[config.mk]
export PLATFORM = sky130hd
export DESIGN_NAME = serial_adder
export DESIGN_NICKNAME = d
export VERILOG_FILES = /design/src/rtl/serial_adder_pkg.sv /design/src/rtl/serial_adder_fa_digit.sv /design/src/rtl/serial_adder.sv
export SDC_FILE = /design/constraint.sdc
export NUM_CORES = 1
export LEC_CHECK = 0
export BUFFER_PORTS_ARGS = -buffer_cell sky130_fd_sc_hd__buf_2
export CORE_AREA = 10 10 65 67
export DETAILED_ROUTE_END_ITERATION = 16
export DIE_AREA = 0 0 75 77
export GPL_TIMING_DRIVEN = 0
export PLACE_DENSITY = 0.81
export SKIP_CTS_REPAIR_TIMING = 1
export SKIP_LAST_GASP = 1
export SYNTH_ARGS = -nofsm -noshare
export SYNTH_HDL_FRONTEND = slang
export SYNTH_HIERARCHICAL = 1
export SYNTH_SLANG_ARGS = --single-unit
[constraint.sdc]
create_clock -name clk -period 3.1 [get_ports clk]
set_clock_uncertainty 0.2 [all_clocks]
set_input_delay 0.155 -clock clk [delete_from_list [all_inputs] [get_ports clk]]
set_output_delay 0.155 -clock clk [all_outputs]
set_load 0.1 [all_outputs]
[src/rtl/serial_adder_pkg.sv]
// serial_adder_pkg: shared FSM state type and counter sizing helper
// for the digit-serial adder.
package serial_adder_pkg;

  typedef enum logic [1:0] {
    IDLE,
    RUN,
    DONE
  } state_e;

  // Bits needed to count 0..n inclusive.
  function automatic int cnt_width(input int n);
    return (n < 1) ? 1 : $clog2(n + 1);
  endfunction

endpackage

[src/rtl/serial_adder_fa_digit.sv]
// fa_digit: combinational DIGIT-bit ripple adder of full-adder cells.
// Ports: x, y (D bits), cin -> sum (D bits), cout.
module fa_digit #(
  parameter int D = 1
) (
  input  logic [D-1:0] x,
  input  logic [D-1:0] y,
  input  logic         cin,
  output logic [D-1:0] sum,
  output logic         cout
);

  logic [D:0] c;

  always_comb begin
    c    = '0;
    sum  = '0;
    c[0] = cin;
    for (int i = 0; i < D; i++) begin
      sum[i]   = x[i] ^ y[i] ^ c[i];
      c[i+1]   = (x[i] & y[i]) | (c[i] & (x[i] ^ y[i]));
    end
  end

  assign cout = c[D];

endmodule

[src/rtl/serial_adder.sv]
// serial_adder: multi-cycle adder, DIGIT bits per clock, LSB first.
// Ports: clk, rst (sync, high), start/a/b/ci in; busy/done/s/co out.
// Optional ovf output (signed overflow) with SERIAL_ADDER_OVF_EN.
module serial_adder
  import serial_adder_pkg::*;
#(
  parameter int WIDTH = 8,
  parameter int DIGIT = 1
) (
  input  logic             clk,
  input  logic             rst,
  input  logic             start,
  input  logic [WIDTH-1:0] a,
  input  logic [WIDTH-1:0] b,
  input  logic             ci,
  output logic             busy,
  output logic             done,
  output logic [WIDTH-1:0] s,
  output logic             co
`ifdef SERIAL_ADDER_OVF_EN
  ,
  output logic             ovf
`endif
);

  localparam int N  = WIDTH / DIGIT;
  localparam int CW = cnt_width(N);
  localparam logic [CW-1:0] LAST = CW'(N - 1);

  if (WIDTH < 1 || DIGIT < 1 || (WIDTH % DIGIT) != 0) begin : g_bad
    $error("serial_adder: WIDTH must be a multiple of DIGIT");
  end

  state_e           state_q, state_d;
  logic [WIDTH-1:0] a_q, a_d;
  logic [WIDTH-1:0] b_q, b_d;
  logic             c_q, c_d;
  logic [CW-1:0]    cnt_q, cnt_d;
  logic [WIDTH-1:0] r_q, r_d;
  logic [WIDTH-1:0] s_q, s_d;
  logic             co_q, co_d;
`ifdef SERIAL_ADDER_OVF_EN
  logic             ovf_q, ovf_d;
`endif

  logic [DIGIT-1:0] dsum;
  logic             dcout;
  logic [WIDTH-1:0] r_nxt;
  logic             load;

  fa_digit #(.D(DIGIT)) u_fa (
    .x   (a_q[DIGIT-1:0]),
    .y   (b_q[DIGIT-1:0]),
    .cin (c_q),
    .sum (dsum),
    .cout(dcout)
  );

  // New sum digits enter at the top; after N steps digit 0 is at the LSB.
  if (DIGIT == WIDTH) begin : g_one
    assign r_nxt = dsum;
  end else begin : g_many
    assign r_nxt = {dsum, r_q[WIDTH-1:DIGIT]};
  end

  assign load = start && (state_q == IDLE || state_q == DONE);

  always_comb begin
    state_d = state_q;
    a_d     = a_q;
    b_d     = b_q;
    c_d     = c_q;
    cnt_d   = cnt_q;
    r_d     = r_q;
    s_d     = s_q;
    co_d    = co_q;
`ifdef SERIAL_ADDER_OVF_EN
    ovf_d   = ovf_q;
`endif
    unique case (state_q)
      IDLE: begin
        if (load) state_d = RUN;
      end
      RUN: begin
        a_d   = a_q >> DIGIT;
        b_d   = b_q >> DIGIT;
        c_d   = dcout;
        r_d   = r_nxt;
        cnt_d = cnt_q + 1'b1;
        if (cnt_q == LAST) begin
          state_d = DONE;
          s_d     = r_nxt;
          co_d    = dcout;
`ifdef SERIAL_ADDER_OVF_EN
          // carry into MSB recovered from the MSB sum bit
          ovf_d = a_q[DIGIT-1] ^ b_q[DIGIT-1]
                ^ dsum[DIGIT-1] ^ dcout;
`endif
        end
      end
      DONE: begin
        state_d = load ? RUN : IDLE;
      end
      default: state_d = IDLE;
    endcase
    if (load) begin
      a_d   = a;
      b_d   = b;
      c_d   = ci;
      cnt_d = '0;
    end
  end

  always_ff @(posedge clk) begin
    if (rst) begin
      state_q <= IDLE;
      a_q     <= '0;
      b_q     <= '0;
      c_q     <= 1'b0;
      cnt_q   <= '0;
      r_q     <= '0;
      s_q     <= '0;
      co_q    <= 1'b0;
`ifdef SERIAL_ADDER_OVF_EN
      ovf_q   <= 1'b0;
`endif
    end else begin
      state_q <= state_d;
      a_q     <= a_d;
      b_q     <= b_d;
      c_q     <= c_d;
      cnt_q   <= cnt_d;
      r_q     <= r_d;
      s_q     <= s_d;
      co_q    <= co_d;
`ifdef SERIAL_ADDER_OVF_EN
      ovf_q   <= ovf_d;
`endif
    end
  end

  assign busy = (state_q == RUN);
  assign done = (state_q == DONE);
  assign s    = s_q;
  assign co   = co_q;
`ifdef SERIAL_ADDER_OVF_EN
  assign ovf  = ovf_q;
`endif

endmodule

==> impl_metrics.py <==
metrics = {
    "power": {
        "leakage_nw": 0.797,
        "vdd_ir_drop_max_v": 0.000252,
        "p_per_area_mw_per_mm2": 463,
    },
    "synth": {
        "synth-xor-area-share": 0.0108,
        "syn_avg_cell_area_um2": 9.00,
        "synth_nets": 202,
        "ys_seq_area_frac": 0.482,
        "ys_seq_elements": 39,
        "synth-edff-count": 0,
        "synth-simple-area-share": 0.256,
        "synth_fa_ha_area_frac": 0.0201,
        "syn_inst": 180,
        "muxShareOfSynthArea": 0.0680,
        "yosys_warnings": 6,
        "synthArstFlopShare": 0,
        "synth.top_cells.by_count": "dfxtp_1 (39), nand2_1 (27), nand2b_1 (20)",
        "synthMostInstantiatedCell": "dfxtp_1",
        "synth_top_family_by_area": "simple AND/OR/NAND/NOR gates",
        "netlist_area_mm2": 0.00162,
        "synthTopCellsByArea": "dfxtp_1 (48%), nand2b_1 (7.7%), mux2i_1 (6.8%), nand2_1 (6.3%), nor3_1 (5.9%)",
        "synth_cell_types": 25,
        "synth_top_cell_by_area": "dfxtp_1",
        "synth-main-ff-cell": "dfxtp_1",
        "synth_compound_area_frac": 0.114,
        "yosys.area.top_type_share": 0.482,
    },
    "setup_path": {
        "end_kind": "primary output",
        "regToRegSetupSlack_ps": 1380,
        "reg2regPathDepth": 4,
        "crit_arrival_ps": 1840,
        "r2r-start": "state_q[0]",
        "cp_data_required_time_ps": 2740,
        "path_class": "flop to primary output",
        "critPathMaxFanout": 10,
        "worstSetupStartpointType": "flop",
        "r2r_end": "b_q[6]",
    },
    "sta": {
        "hold_violations": 1,
        "period_needed_ps": 2200,
        "tightest_slew_ps": 481,
        "slew_headroom": 0.679,
        "min_period_over_period": 0.710,
        "setup_tns_ps": 0,
        "rsz0062_at_grt": "no",
        "drv_slew": 0,
        "hold_ws_ps": -23.1,
        "setup_viol": 0,
        "fmax_mhz": 455,
    },
    "cts": {
        "worst_skew_pair.late_latency_ps": 360,
        "cts_buffers": 5,
        "clkTransAtPathRegs_ps": 120,
        "cts_tree": "built",
        "cts-root-buf": "clkbuf_4",
        "cts-htree-levels": 2,
        "clockBufferDepth": 2,
        "cts_num_sinks": 39,
    },
    "placed_design": {
        "hpwl_um": 2530,
        "io_buffers": 30,
        "gp_congestion": 0.754,
        "post_dp_cell_area_mm2": 0.00181,
    },
    "die": {
        "die_width_um": 75,
        "floorplan.initialDensity": 0.544,
        "num_rows": 20,
        "dieArea_mm2": 0.00578,
        "core_mm2": 0.00298,
        "die_y_um": 77,
        "pin_count": 31,
    },
    "finish": {
        "antenna_cells": 0,
        "syn_to_final_growth_pct": 26.9,
        "nets": 258,
        "drive_gt1_frac": 0.207,
        "final_area_mm2": 0.00206,
    },
    "flow_run": {
        "max_cap_viol_count": 0,
    },
    "global_routing": {
        "gr-usage-all-layers": 0.129,
        "grt_pass1_vias": 1276,
        "grt_pass1_wl_um": 5880,
        "antenna_found_initial": 0,
        "grt_max_degree": 13,
        "overflow": 0,
    },
    "routing": {
        "vias": 1472,
        "drt_iter0_drc": 132,
        "drt_wl_total_um": 4050,
        "final_antenna_net_count": 0,
        "viasPerCell": 5.45,
        "drt_first_pass_iters": 4,
        "wl_per_cell_um": 15.0,
        "drc": 0,
    },
    "status": {
        "violations": "hold timing",
        "status": "complete, but fails checks",
    },
    "hold_path": {
        "hold_path_end": "a_q[1]",
        "min_path_cells": 4,
        "worst_hold_path_type": "input port to flop",
        "min_from": "start",
    },
}
[critical path, stage by stage, from the launching register on]
cell and delay, ps:
dfxtp_1 400, nand2b_1 80, buf_6 150, inv_2 150, buf_2 250, buf_2 460
[kinds of logic after synthesis]
logic type / Yosys count
and+or+nand+nor: 83
DFF: 39
AOI/OAI and AO/OA: 28
buffers and inverters: 15
muxes: 11
xor gates and xnor gates: 2
adders and majority gates: 2
[report_power, final]
group	switching [mW]	leakage, nW	total, mW	internal [mW]
clock	0.172	0.0282	0.259	0.0875
sequential	0.0158	0.318	0.541	0.525
combinational	0.0827	0.451	0.151	0.0684
total	0.270	0.797	0.951	0.681
[state kept, by name, summed over array words and instances, names as in the netlist]
register  cells
b_q           8
co            1
state_q       2
r_q           7
a_q           8
cnt_q         4
s             8
c_q           1
[stage by stage]
step           setup WS (ps)  power [mW]  std cells  hold slack, ps  utilization
2_1_floorplan           1420       0.641        180            91.0            -
3_3_place_gp            1300       0.676        243             206        0.608
4_1_cts                  890       0.930        251            -182        0.626
5_1_grt                  805       0.984        270            4.23        0.690
3_5_place_dp            1290       0.679        243             201        0.608
6_report                 900       0.951        270           -23.1        0.690
[cells in the final DEF, fill, tap and decap left out]
cell and instances:
ha_1 1, buf_6 2, clkinv_2 1, nand2b_1 20, mux2i_1 11, dfxtp_1 39
xor2_1 1, nor3_1 19, a22oi_1 2, a311oi_1 6, o22ai_1 7, a21oi_1 11
nor2_1 7, or3_1 1, buf_2 37, xnor2_1 1, nand3b_1 2, o21ai_0 1
nand2_1 27, dlygate4sd3_1 19, nand3_1 4, and2b_1 2, fa_1 1, a211oi_2 1
clkbuf_4 5, inv_2 1, nor2_4 1, clkbuf_1 6, clkinvlp_4 1
[per-layer routing]
| metal | part of all wire | vias up | global-route usage | wire length (um) |
|---|---|---|---|---|
| met3 | 0.072 | 6 | 0.0592 | 291 |
| met2 | 0.49 | 47 | 0.195 | 1990 |
| met4 | 0.014 | 0 | 0.0455 | 55 |
| met5 | 0 | - | 0 | 0 |
| met1 | 0.42 | 683 | 0.155 | 1710 |
| li1 | - | 736 | - | - |
[worst max-delay path by stage]
stage	depth (start not counted)	endpoint	slack, ps	startpoint
2_1_floorplan	6	r_q[1]	1420	state_q[1]
3_3_place_gp	5	busy	1300	state_q[0]
3_5_place_dp	5	busy	1290	state_q[0]
4_1_cts	5	busy	890	state_q[0]
5_1_grt	5	busy	800	state_q[0]
6_report	5	busy	900	state_q[0]
[final cells by class]
| type | instances | area, um^2 |
|---|---|---|
| plain buffers | 14 | 76.3 |
| clock buffers | 6 | 41.3 |
| multi-input cells | 126 | 759 |
| clock inverters | 2 | 12.5 |
| flip-flops and latches | 39 | 781 |
| repair buffers | 49 | 340 |
| fillers | 246 | 922 |
| inverters | 1 | 3.75 |
| well taps | 33 | 41.3 |
No activity file was read; power rests on OpenSTA's default activity.
